--- src/rtl/clock_div_pkg.sv ---
// Shared definitions for the programmable clock divider: FSM encoding and
// reset/clamp constants used by the top level and the settings block.
package clock_div_pkg;

    typedef enum logic [1:0] {
        IDLE  = 2'd0,
        RUN   = 2'd1,
        DRAIN = 2'd2
    } state_t;

    localparam int DIV_MIN  = 2;
    localparam int DIV_RST  = 2;
    localparam int HIGH_RST = 1;

endpackage

--- src/rtl/div_settings.sv ---
// Divisor/high-time settings: captures and clamps loads, holds them pending,
// and promotes them to the active set on a period boundary (or at once in IDLE).
module div_settings
    import clock_div_pkg::*;
#(
    parameter int WIDTH = 16
) (
    input  logic             clk,
    input  logic             rst,
    input  logic             load,
    input  logic [WIDTH-1:0] div_in,
    input  logic [WIDTH-1:0] high_in,
    input  logic             boundary,
    input  logic             idle,
    output logic [WIDTH-1:0] div_a,
    output logic [WIDTH-1:0] high_nxt,
    output logic             pending
);

    logic [WIDTH-1:0] div_p, high_p;
    logic [WIDTH-1:0] div_nxt, div_p_n, high_p_n, div_clamped;
    logic [WIDTH-1:0] high_a;
    logic             pending_n;

    assign div_clamped = (div_in < WIDTH'(DIV_MIN)) ? WIDTH'(DIV_MIN) : div_in;

    // A load arriving on the boundary edge bypasses the pending registers
    // so the period that starts on that edge already uses it.
    always_comb begin
        div_nxt   = div_a;
        high_nxt  = high_a;
        div_p_n   = div_p;
        high_p_n  = high_p;
        pending_n = pending;
        if (boundary) begin
            if (load) begin
                div_nxt  = div_clamped;
                high_nxt = high_in;
            end else if (pending) begin
                div_nxt  = div_p;
                high_nxt = high_p;
            end
            pending_n = 1'b0;
        end else if (load) begin
            div_p_n   = div_clamped;
            high_p_n  = high_in;
            pending_n = 1'b1;
        end else if (idle && pending) begin
            div_nxt   = div_p;
            high_nxt  = high_p;
            pending_n = 1'b0;
        end
    end

    always_ff @(posedge clk) begin
        if (rst) begin
            div_a   <= WIDTH'(DIV_RST);
            high_a  <= WIDTH'(HIGH_RST);
            div_p   <= WIDTH'(DIV_RST);
            high_p  <= WIDTH'(HIGH_RST);
            pending <= 1'b0;
        end else begin
            div_a   <= div_nxt;
            high_a  <= high_nxt;
            div_p   <= div_p_n;
            high_p  <= high_p_n;
            pending <= pending_n;
        end
    end

endmodule

--- src/rtl/clock_divider.sv ---
// Programmable clock divider: produces clk_out and a period-start tick from clk,
// switching settings only on period boundaries and draining before it stops.
module clock_divider
    import clock_div_pkg::*;
#(
    parameter int WIDTH = 16
) (
    input  logic             clk,
    input  logic             rst,
    input  logic             enable,
    input  logic             load,
    input  logic [WIDTH-1:0] div_in,
    input  logic [WIDTH-1:0] high_in,
    output logic             clk_out,
    output logic             tick,
    output logic             running,
    output logic             pending,
    output logic [WIDTH-1:0] periods
);

    state_t           state, state_n;
    logic [WIDTH-1:0] cnt, cnt_n, div_a, high_nxt;
    logic             wrap, idle, boundary, start, run_n;
    logic             clk_out_n, tick_n;

    assign idle     = (state == IDLE);
    assign wrap     = !idle && (cnt == div_a - WIDTH'(1));
    assign boundary = wrap || (idle && enable);
    assign running  = !idle;

    div_settings #(.WIDTH(WIDTH)) u_settings (
        .clk      (clk),
        .rst      (rst),
        .load     (load),
        .div_in   (div_in),
        .high_in  (high_in),
        .boundary (boundary),
        .idle     (idle),
        .div_a    (div_a),
        .high_nxt (high_nxt),
        .pending  (pending)
    );

    // DRAIN only records that enable dropped; the period always runs to its wrap.
    always_comb begin
        state_n = state;
        cnt_n   = cnt;
        start   = 1'b0;
        unique case (state)
            IDLE: begin
                cnt_n = '0;
                if (enable) begin
                    state_n = RUN;
                    start   = 1'b1;
                end
            end
            RUN, DRAIN: begin
                if (wrap) begin
                    cnt_n = '0;
                    if (enable) begin
                        state_n = RUN;
                        start   = 1'b1;
                    end else begin
                        state_n = IDLE;
                    end
                end else begin
                    cnt_n   = cnt + WIDTH'(1);
                    state_n = enable ? RUN : DRAIN;
                end
            end
            default: begin
                state_n = IDLE;
                cnt_n   = '0;
            end
        endcase
        run_n     = (state_n != IDLE);
        clk_out_n = run_n && (cnt_n < high_nxt);
        tick_n    = run_n && (cnt_n == '0);
    end

    always_ff @(posedge clk) begin
        if (rst) begin
            state   <= IDLE;
            cnt     <= '0;
            clk_out <= 1'b0;
            tick    <= 1'b0;
            periods <= '0;
        end else begin
            state   <= state_n;
            cnt     <= cnt_n;
            clk_out <= clk_out_n;
            tick    <= tick_n;
            if (start) begin
                periods <= periods + WIDTH'(1);
            end
        end
    end

endmodule
--- config.mk ---
export PLATFORM = sky130hd
export DESIGN_NAME = clock_divider
export DESIGN_NICKNAME = d
export VERILOG_FILES = /design/src/rtl/clock_div_pkg.sv /design/src/rtl/div_settings.sv /design/src/rtl/clock_divider.sv
export SDC_FILE = /design/constraint.sdc
export NUM_CORES = 1
export LEC_CHECK = 0
export CAP_MARGIN = 5
export CORE_MARGIN = 5
export CORE_UTILIZATION = 55
export CTS_CLUSTER_SIZE = 30
export DETAILED_ROUTE_END_ITERATION = 7
export GPL_TIMING_DRIVEN = 1
export PLACE_DENSITY = 0.8
export SYNTH_ARGS = -nofsm -noshare
export SYNTH_HDL_FRONTEND = slang
export SYNTH_HIERARCHICAL = 1
export SYNTH_SLANG_ARGS = --single-unit
--- constraint.sdc ---
create_clock -name clk -period 9 [get_ports clk]
set_clock_uncertainty 0.2 [all_clocks]
set_input_delay 0.9 -clock clk [delete_from_list [all_inputs] [get_ports clk]]
set_output_delay 0.9 -clock clk [all_outputs]
set_load 0.05 [all_outputs]
# Word level (Yosys, flattened, before mapping)
# Index checks and enable logic that the tools add are counted.
# W data, S select, Z words.
# classes
add_sub_neg	3
magnitude_cmp	2
eq_ne	5
muxes	23
bitwise	1
reduce_logical	16
# op_table
operator	count
$mux W16	13
$add A16 B1 Y16 const B	2
$eq A16 B16 Y1	1
$logic_not A16 Y1	1
$lt A16 B16 Y1	1
$lt A16 B2 Y1 const B	1
$sub A16 B1 Y16 const B	1
$mux W2	3
$reduce_bool A2 Y1	3
$logic_and A1 B1 Y1	5
$mux W1	5
$pmux W2 S2	1
$reduce_or A2 Y1	2
$ne A3 B2 Y1 const B	1
$reduce_and A3 Y1	1
$eq A2 B1 Y1 const B	1
$eq A2 B2 Y1 const B	1
$logic_not A2 Y1	1
$ne A2 B1 Y1 const B	1
$pmux W1 S2	1
$reduce_and A2 Y1	1
$logic_not A1 Y1	1
$logic_or A1 B1 Y1	1
$not A1 Y1	1
# word_totals
regBits	101
inputBits	36

# Longest topological paths before layout
# logic_depth
word_depth	7
ltp_mapped	20
ltp_nobuf	19

# Hierarchy
# Netlist, hierarchy kept.
# modules_own_cells
mod	n_inst	cells_per_inst	area_per_inst_um2
div_settings	1	371	3126.7
clock_divider	1	359	2767.7

# Least setup slack after synthesis
# Ideal clock, no wire load.
# synth_path
kind	reg-to-reg
startpoint	reg u_settings.div_a[0]
endpoint	reg clk_out
arrival_ns	3.719
setup_slack_ns	4.963
path_stages_with_launch	21
path_buffers	2
synth_period_minus_slack_ns	4.037
path_cell_list	dfxtp_1 -> inv_1 -> ha_1 -> nor3b_1 -> and2_1 -> nand3_1 -> a211oi_1 -> o2111ai_2 -> nand2_1 -> buf_2 -> clkbuf_1 -> o211ai_1 -> o21ai_2 -> inv_1 -> ha_1 -> nand4_1 -> or2_2 -> nor3_1 -> a221oi_1 -> o221a_2 -> o221a_2
# synth_between
elab_chain_cells	7
# synth_lines
item	line_no	rtl
start, declared	div_settings.sv:15	output logic [WIDTH-1:0] div_a,
start signal, assigned	div_settings.sv:57	div_a <= WIDTH'(DIV_RST);
start signal, assigned	div_settings.sv:63	div_a <= div_nxt;
$sub A16 B1 Y16	clock_divider.sv:27	assign wrap = !idle && (cnt == div_a - WIDTH'(1));
$eq A16 B16 Y1	clock_divider.sv:27	
$logic_and A1 B1 Y1	clock_divider.sv:27	
$logic_or A1 B1 Y1	clock_divider.sv:28	assign boundary = wrap || (idle && enable);
via boundary	clock_divider.sv:23	logic wrap, idle, boundary, start, run_n;
$mux W16	div_settings.sv:35	if (boundary) begin
via high_nxt[13]	clock_divider.sv:22	logic [WIDTH-1:0] cnt, cnt_n, div_a, high_nxt;
$lt A16 B16 Y1	clock_divider.sv:77	clk_out_n = run_n && (cnt_n < high_nxt);
$logic_and A1 B1 Y1	clock_divider.sv:77	
end signal, assigned	clock_divider.sv:91	clk_out <= clk_out_n;
end, declared	clock_divider.sv:14	output logic clk_out,
# The timed path passes the listed nets, and every way through them passes these cells.
# A chain may end at the register's enable or synchronous reset.

# Worst setup path after layout
# Ends and elaborated chain as after synthesis.

==> flow_summary_export.csv <==
group,metric,value,unit
outcome,status,"finished, final reports clean",
worst_hold_path,worst_hold_path_type,"reg -> reg",
setup_path,end_kind,"flip-flop",
yosys,ys_seq_elements,101,
timing,slew_viol_final,0,
clock_tree,htreeDepth,3,
global_route,grt_pass1_wl,23200,um
clock_tree,worstSkewPairLatency,380,ps
place,place_hpwl,9910,um
finish,layout-drive-gt1-share,0.0926,
drt,drt-initial-drc-count,423,
clock_tree,cts.clk_slew.worst_paths,110,ps
timing,finalHoldWorstSlack,263,ps
pwr,ir_drop,117,uV
timing,post-route-period-util,0.542,
global_route,overflow,0,
setup_path,path_class,"reg -> reg",
floorplan,fp.dieW,114,um
timing,fin_setup_tns,0,ps
finish,layoutNonFillerInstCount,892,
yosys,yosys_warnings,6,
setup_path,cp.required,9070,ps
global_route,grt_pass1_vias,4904,
yosys,yosys.area_share.simple,0.262,
place,portBuffers,55,
yosys,synth_top_family_by_area,"simple AND/OR/NAND/NOR gates",
drt,vias_per_cell,5.81,
setup_path,critical_path_arrival,4950,ps
finish,fillers,881,
yosys,synth_cell_types,59,
clock_tree,clockBufferDepth,2,
yosys,ys_seq_area_frac,0.343,
drt,drtAntennaViolNets,0,
yosys,synthTopCellsByArea,"dfxtp_1 34%, nand2_1 5.7%, nor2_1 4.5%, mux2_2 4.4%, a21oi_1 4.2%",
finish,nNetsFinal,807,
yosys,synth_xor_area_frac,0.0520,
timing,period_minus_slack,4880,ps
clock_tree,cts_setup_buffers,0,
yosys,synth-compound-area-share,0.166,
finish,multi_input_area,0.00351,mm^2
timing,relSlewSlack,0.207,
drt,dr.pass1.iters,7,
floorplan,core_area,0.0104,mm^2
yosys,synth_most_common_cell,"dfxtp_1",
yosys,synth_top_area_frac,0.343,
yosys,synth_edf_count,0,
setup_path,worst_setup_path_start_kind,"flip-flop",
finish,utilization,0.635,
yosys,synth_common_cells,"101 x dfxtp_1, 90 x nand2_1, 71 x nor2_1, 50 x a21oi_1, 37 x nand3_1",
run,drv_cap,0,
drt,wl_per_cell,15.4,um
timing,rsz0062_at_grt,"false",
clock_tree,cts_root_buf,"clkbuf_8",
drt,remaining_drc_errors,0,
clock_tree,cts_made_buffers,9,
floorplan,rows,37,
floorplan,die-area,0.0129,mm^2
floorplan,num_io_pins,56,
drt,wl,13800,um
timing,max_freq,0.205,GHz
place,gp_congestion,0.847,
drt,via_count,5183,
floorplan,chipHeight,114,um
yosys,synth_area_per_cell,8.07,um^2
finish,register_area,0.00202,mm^2
yosys,synthMuxAreaShare,0.0728,
timing,final_hold_viol_count,0,
yosys,synth_top_cell_by_area,"dfxtp_1",
global_route,grt_max_degree,93,
clock_tree,cts_num_sinks,101,
place,placed_cells,876,
yosys,async_flop_share,0,
clock_tree,cts_tree,"built",
yosys,yosys.area_share.adder,0.0425,
timing,setup_viol,0,
yosys,syn_nets,786,
yosys,netlist_area,0.00589,mm^2
yosys,synth-main-ff-cell,"dfxtp_1",
pwr,power_density,156,mW/mm^2
clock_tree,cts_hold_buf,0,
clock_tree,cts_resized,0,
finish,diodes,0,
yosys,syn_inst,730,
setup_path,cp_max_fo,54,
global_route,antenna_found_initial,0,
timing,max_slew.worst_pin.slew,1190,ps
global_route,grtUsageTotal,0.216,
pwr,p_leak,0.00257,uW
finish,syn2layout_area_growth,11.7,%
floorplan,start_util,0.568,
-- worst paths after layout --
path                               startpoint                                to  slack, ps  cells past startpoint
max          u_settings/div_a[0]$_SDFFE_PP0P_                clk_out$_SDFF_PP0_       4120                     19
min reg2reg  u_settings/div_p[7]$_SDFFE_PP0P_  u_settings/div_p[7]$_SDFFE_PP0P_        260                      2
max reg2reg  u_settings/div_a[0]$_SDFFE_PP0P_                clk_out$_SDFF_PP0_       4120                     19
min          u_settings/div_p[7]$_SDFFE_PP0P_  u_settings/div_p[7]$_SDFFE_PP0P_        260                      2
-- worst max-delay path, cell delays in order, from the launching register on --
cell and delay (ps):
dfxtp_1 380, inv_1 80, ha_1 170, nor3b_1 560, and2_1 270, a41oi_1 140, a211oi_1 320, o2111ai_2 230
nand2_2 100, buf_4 490, o211ai_1 230, o21ai_2 130, inv_1 60, ha_1 300, nand4_1 100, or2_2 320
nor3_1 260, a221oi_1 130, o221a_2 140, o221a_2 110
-- state kept, by name, indices dropped and copies added, names as in the netlist --
| signal | cells |
|---|---|
| cnt | 16 |
| tick | 1 |
| state | 2 |
| u_settings/div_a | 16 |
| clk_out | 1 |
| u_settings/high_a | 16 |
| u_settings/high_p | 16 |
| u_settings/div_p | 16 |
| u_settings/pending | 1 |
| periods | 16 |
-- cell families after synthesis --
family                   Yosys count
adder cells (fa/ha/maj)           20
XOR/XNOR                          35
multiplexers                      40
buffers and inverters             79
flip-flops                       101
AO/OA/AOI/OAI                    143
AND/OR/NAND/NOR                  312
-- cell type report --
class,count,area share
Multi-Input combinational cell,550,0.533
Sequential cell,101,0.307
Timing Repair Buffer,59,0.0875
Tap cell,136,0.0259
Clock buffer,9,0.0188
Inverter,30,0.0171
Clock inverter,7,0.0101
-- stage by stage --
step / total power, uW / cell area, um^2 / setup slack (ps)
6_report: 1030 / 6580 / 4120
5_1_grt: 1090 / 6580 / 3690
4_1_cts: 1030 / 6580 / 4190
3_5_place_dp: 756 / 6390 / 4230
3_3_place_gp: 749 / 6390 / 4340
2_1_floorplan: 690 / 5890 / 4960
-- routing by layer --
layer | share of wire | wire length (um) | track usage
met1 | 0.44 | 6040 | 0.276
met2 | 0.48 | 6590 | 0.366
met3 | 0.051 | 703 | 0.0398
met4 | 0.031 | 428 | 0.0761
met5 | 0 | 0 | 0
-- power by group --
| part | total, uW | switching, uW | internal (uW) |
|---|---|---|---|
| Clock | 281 | 173 | 107 |
| Combinational | 239 | 140 | 99.5 |
| Sequential | 508 | 32.2 | 476 |
-- layout by cell type, fill, tap and decap left out, types with 6 or more instances in the layout --
cell type / Yosys / layout
o21ai_0: 14 / 14
a21o_1: 8 / 8
nand2b_1: 9 / 9
a311oi_1: 15 / 15
and3_1: 10 / 10
o211ai_1: 15 / 15
xnor2_1: 16 / 16
inv_1: 30 / 30
nor2_1: 71 / 71
mux2i_1: 17 / 17
o21ai_2: 10 / 10
or2b_1: 9 / 9
clkdlybuf4s50_1: 0 / 54
dfxtp_1: 101 / 101
or2_2: 6 / 6
mux2_2: 23 / 23
clkbuf_8: 0 / 9
xor2_1: 19 / 19
nand3b_1: 6 / 6
a21oi_1: 50 / 50
nand2_1: 90 / 89
ha_1: 20 / 20
nor2b_1: 17 / 17
nor3_1: 18 / 18
and2b_1: 8 / 8
nand3_1: 37 / 37
nand4_1: 9 / 9
Note: power is estimated with default switching activity, not from simulation.
==> RTL edit, RTL diff (same flow settings) <==
`WIDTH` is set to 16 in 2 places; all go to 20.
--- a/src/rtl/div_settings.sv
+++ b/src/rtl/div_settings.sv
@@ -3,7 +3,7 @@
 module div_settings
     import clock_div_pkg::*;
 #(
-    parameter int WIDTH = 16
+    parameter int WIDTH = 20
 ) (
     input  logic             clk,
     input  logic             rst,
--- a/src/rtl/clock_divider.sv
+++ b/src/rtl/clock_divider.sv
@@ -3,7 +3,7 @@
 module clock_divider
     import clock_div_pkg::*;
 #(
-    parameter int WIDTH = 16
+    parameter int WIDTH = 20
 ) (
     input  logic             clk,
     input  logic             rst,
Ports: changed (resized div_in, high_in and periods); port bits go from 56 to 68. The function was not compared with the original's and may differ.
==> RTL edit against the unedited design <==
Area after synthesis rose by 26%; setup slack got worse by 1.0 ns; routed wire length rose by 24%; final area is 30% higher; sequential power is 24% higher; via count grew 29%; power is 54% higher; sequential share of layout area shrank 1.4 points; critical path depth grew 1; sequential cell count up 24.
==> RTL edit: results (changes against the unedited design) <==
[synth]
synth_top_family_by_area=simple AND/OR/NAND/NOR gates
synthAdderAreaFrac=0.04036  ; -0.002097
ys_seq_area_frac=0.3363  ; -0.006723
synth_nets=992  ; +26%
ys_types=69  ; +17%
ys.flop_type=dfxtp_1
synth_common_cells=nand2_1 (128), dfxtp_1 (125), nor2_1 (78)
yosysWarnings=6  ; unchanged
synth-xor-area-share=0.04355  ; -0.008455
synth_mux_area_frac=0.06188  ; -0.01093
async_reset_ff_frac=0  ; unchanged
synthTopCellsByArea=dfxtp_1 (34%), nand2_1 (6.5%), a21oi_1 (4.9%)
synth_compound_area_frac=0.1828  ; +0.01657

[hold_path]
hold_path.startpoint=u_settings/high_p[16]
hold_class=reg2reg

[detailed_routing]
wl_per_cell_um=15.00  ; -2.7%
drt-met1-wl_mm=7.957  ; +32%
dr_wl_met3_um=904  ; +29%
route.top_layer_used=met4
routed-wl-met2_mm=7.931  ; +20%
routed_via_density=5.859  ; +0.84%
drt_first_pass_iters=5  ; -2
drt_first_iter_violations=414  ; -2.1%
ant_nets=0  ; unchanged

[placement]
placed_cell_area_mm2=0.008030  ; +26%
hpwlAfterDp_mm=11.76  ; +19%
place.gp.congestion=0.8983  ; +6.1%
port_buffers=67  ; +22%

[grt]
grt_pass1_wl_mm=28.52  ; +23%
grt_max_degree=67  ; -28%
antenna_found_initial=0  ; unchanged
grt_usage=0.2126  ; -0.003500
grt_pass1_vias=6120  ; +25%

[worst_setup_path]
cp_slowest_cell=a32o_2
critPathMaxStageDelay_ns=0.73  ; +0.17 ns
path_max_fanout=34  ; -37%
ff2ff_setup_slack_ns=3.09  ; -1.03 ns
arrival_ns=6.03  ; +1.08 ns
path_delay_family=simple AND/OR/NAND/NOR gates

[cts]
cts_resized=0  ; unchanged
cts_made_buffers=17  ; +8
clock_path_buffers=2  ; unchanged
htree_levels=4  ; +1
clk_pin_slew_ns=0.05  ; -0.06 ns
root_buffer=clkbuf_16
cts_setup_buffers=0  ; unchanged
insertion_delay_ns=0.41  ; +0.03 ns

[cells_and_area]
drive_gt1_frac=0.08325  ; -0.009346
n_fill_cell=1192  ; +35%
nets=1019  ; +26%
antenna_cells=0  ; unchanged

[status]
status=finished, final reports clean

[pwr]
vdd_ir_drop_max_v=0.0001174  ; +0.29%
leakagePower_nw=3.213  ; +25%

[timing]
tightest_slew_ns=0.9366  ; -0.2530 ns

[flow_run]
cap_violations=0  ; unchanged

-- RTL edit: changes by cell type after synthesis, moves of 9 or more --
cell	change
nor4_1	+9
o31ai_1	+9
o211ai_2	+9
nand2b_1	+16
dfxtp_1	+24
mux2_2	-14
or2b_1	-9
or4_1	+13
a21oi_1	+23
nand2_1	+38
-- RTL edit: final timing paths --
path,end,cells after the start
worst max-delay path,clk_out,20
worst min-delay path,u_settings/high_p[16],2
worst min register to register,u_settings/high_p[16],2
worst max register to register,clk_out,20
-- RTL edit: area by class of cell --
cell class	instances	area, µm²	share of cell area
repair buffers	73	708.2	0.08299
clock inverters	2	10.01	0.001173
well taps	176	220.2	0.02581
multi-input cells	696	4457	0.5223
clock buffers	27	493.0	0.05777
flip-flops and latches	125	2502	0.2933
inverters	38	142.6	0.01672
-- RTL edit: where the power goes --
part / switching [mW] / leakage [nW] / internal, mW
Clock: 0.227 / 0.247 / 0.368
Combinational: 0.213 / 1.94 / 0.140
Sequential: 0.0377 / 1.02 / 0.594
-- RTL edit: cells by family (layout without fill, tap and decap cells) --
kind of cell	Yosys count	in the layout
AOI/OAI and AO/OA	196	196
xor gates and xnor gates	37	37
adders and majority gates	24	24
buffers and inverters	103	140
DFF	125	125
muxes	41	41
and+or+nand+nor	398	398
-- RTL edit: routing by layer --
layer / global-route usage / up-vias
met1: 0.2825 / 3118
li1: - / 3342
met2: 0.3471 / 175
met3: 0.04414 / 27
met5: 0 / -
met4: 0.07003 / 0
-- RTL edit: stage by stage --
| step | hold WS, ns | setup slack [ns] | util | total power [mW] | std cells |
|---|---|---|---|---|---|
| 3_3_place_gp | 0.2411 | 3.362 | 0.6064 | 0.9843 | 1108 |
| 3_5_place_dp | 0.2465 | 3.192 | 0.6064 | 0.9919 | 1108 |
| 4_1_cts | 0.2542 | 3.142 | 0.6444 | 1.589 | 1137 |
| 6_report | 0.2531 | 3.094 | 0.6444 | 1.580 | 1137 |
| 2_1_floorplan | 0.2329 | 4.172 | - | 0.9111 | 924 |
| 5_1_grt | 0.2653 | 2.494 | 0.6444 | 1.655 | 1137 |
-- RTL edit: worst reg2reg max path: stages, from the launching register on --
cell      delay [ns]
dfxtp_1         0.36
inv_1           0.10
ha_1            0.20
or4b_1          0.55
nor3_1          0.42
a21oi_1         0.16
a2111o_1        0.37
nor4_2          0.37
a32o_2          0.73
buf_4           0.51
or2_0           0.36
a31oi_1         0.14
o221a_2         0.27
inv_1           0.05
ha_1            0.24
nand4_1         0.08
nor2_1          0.05
and3_1          0.19
nand2_1         0.08
o211ai_1        0.10
nor4_1          0.28
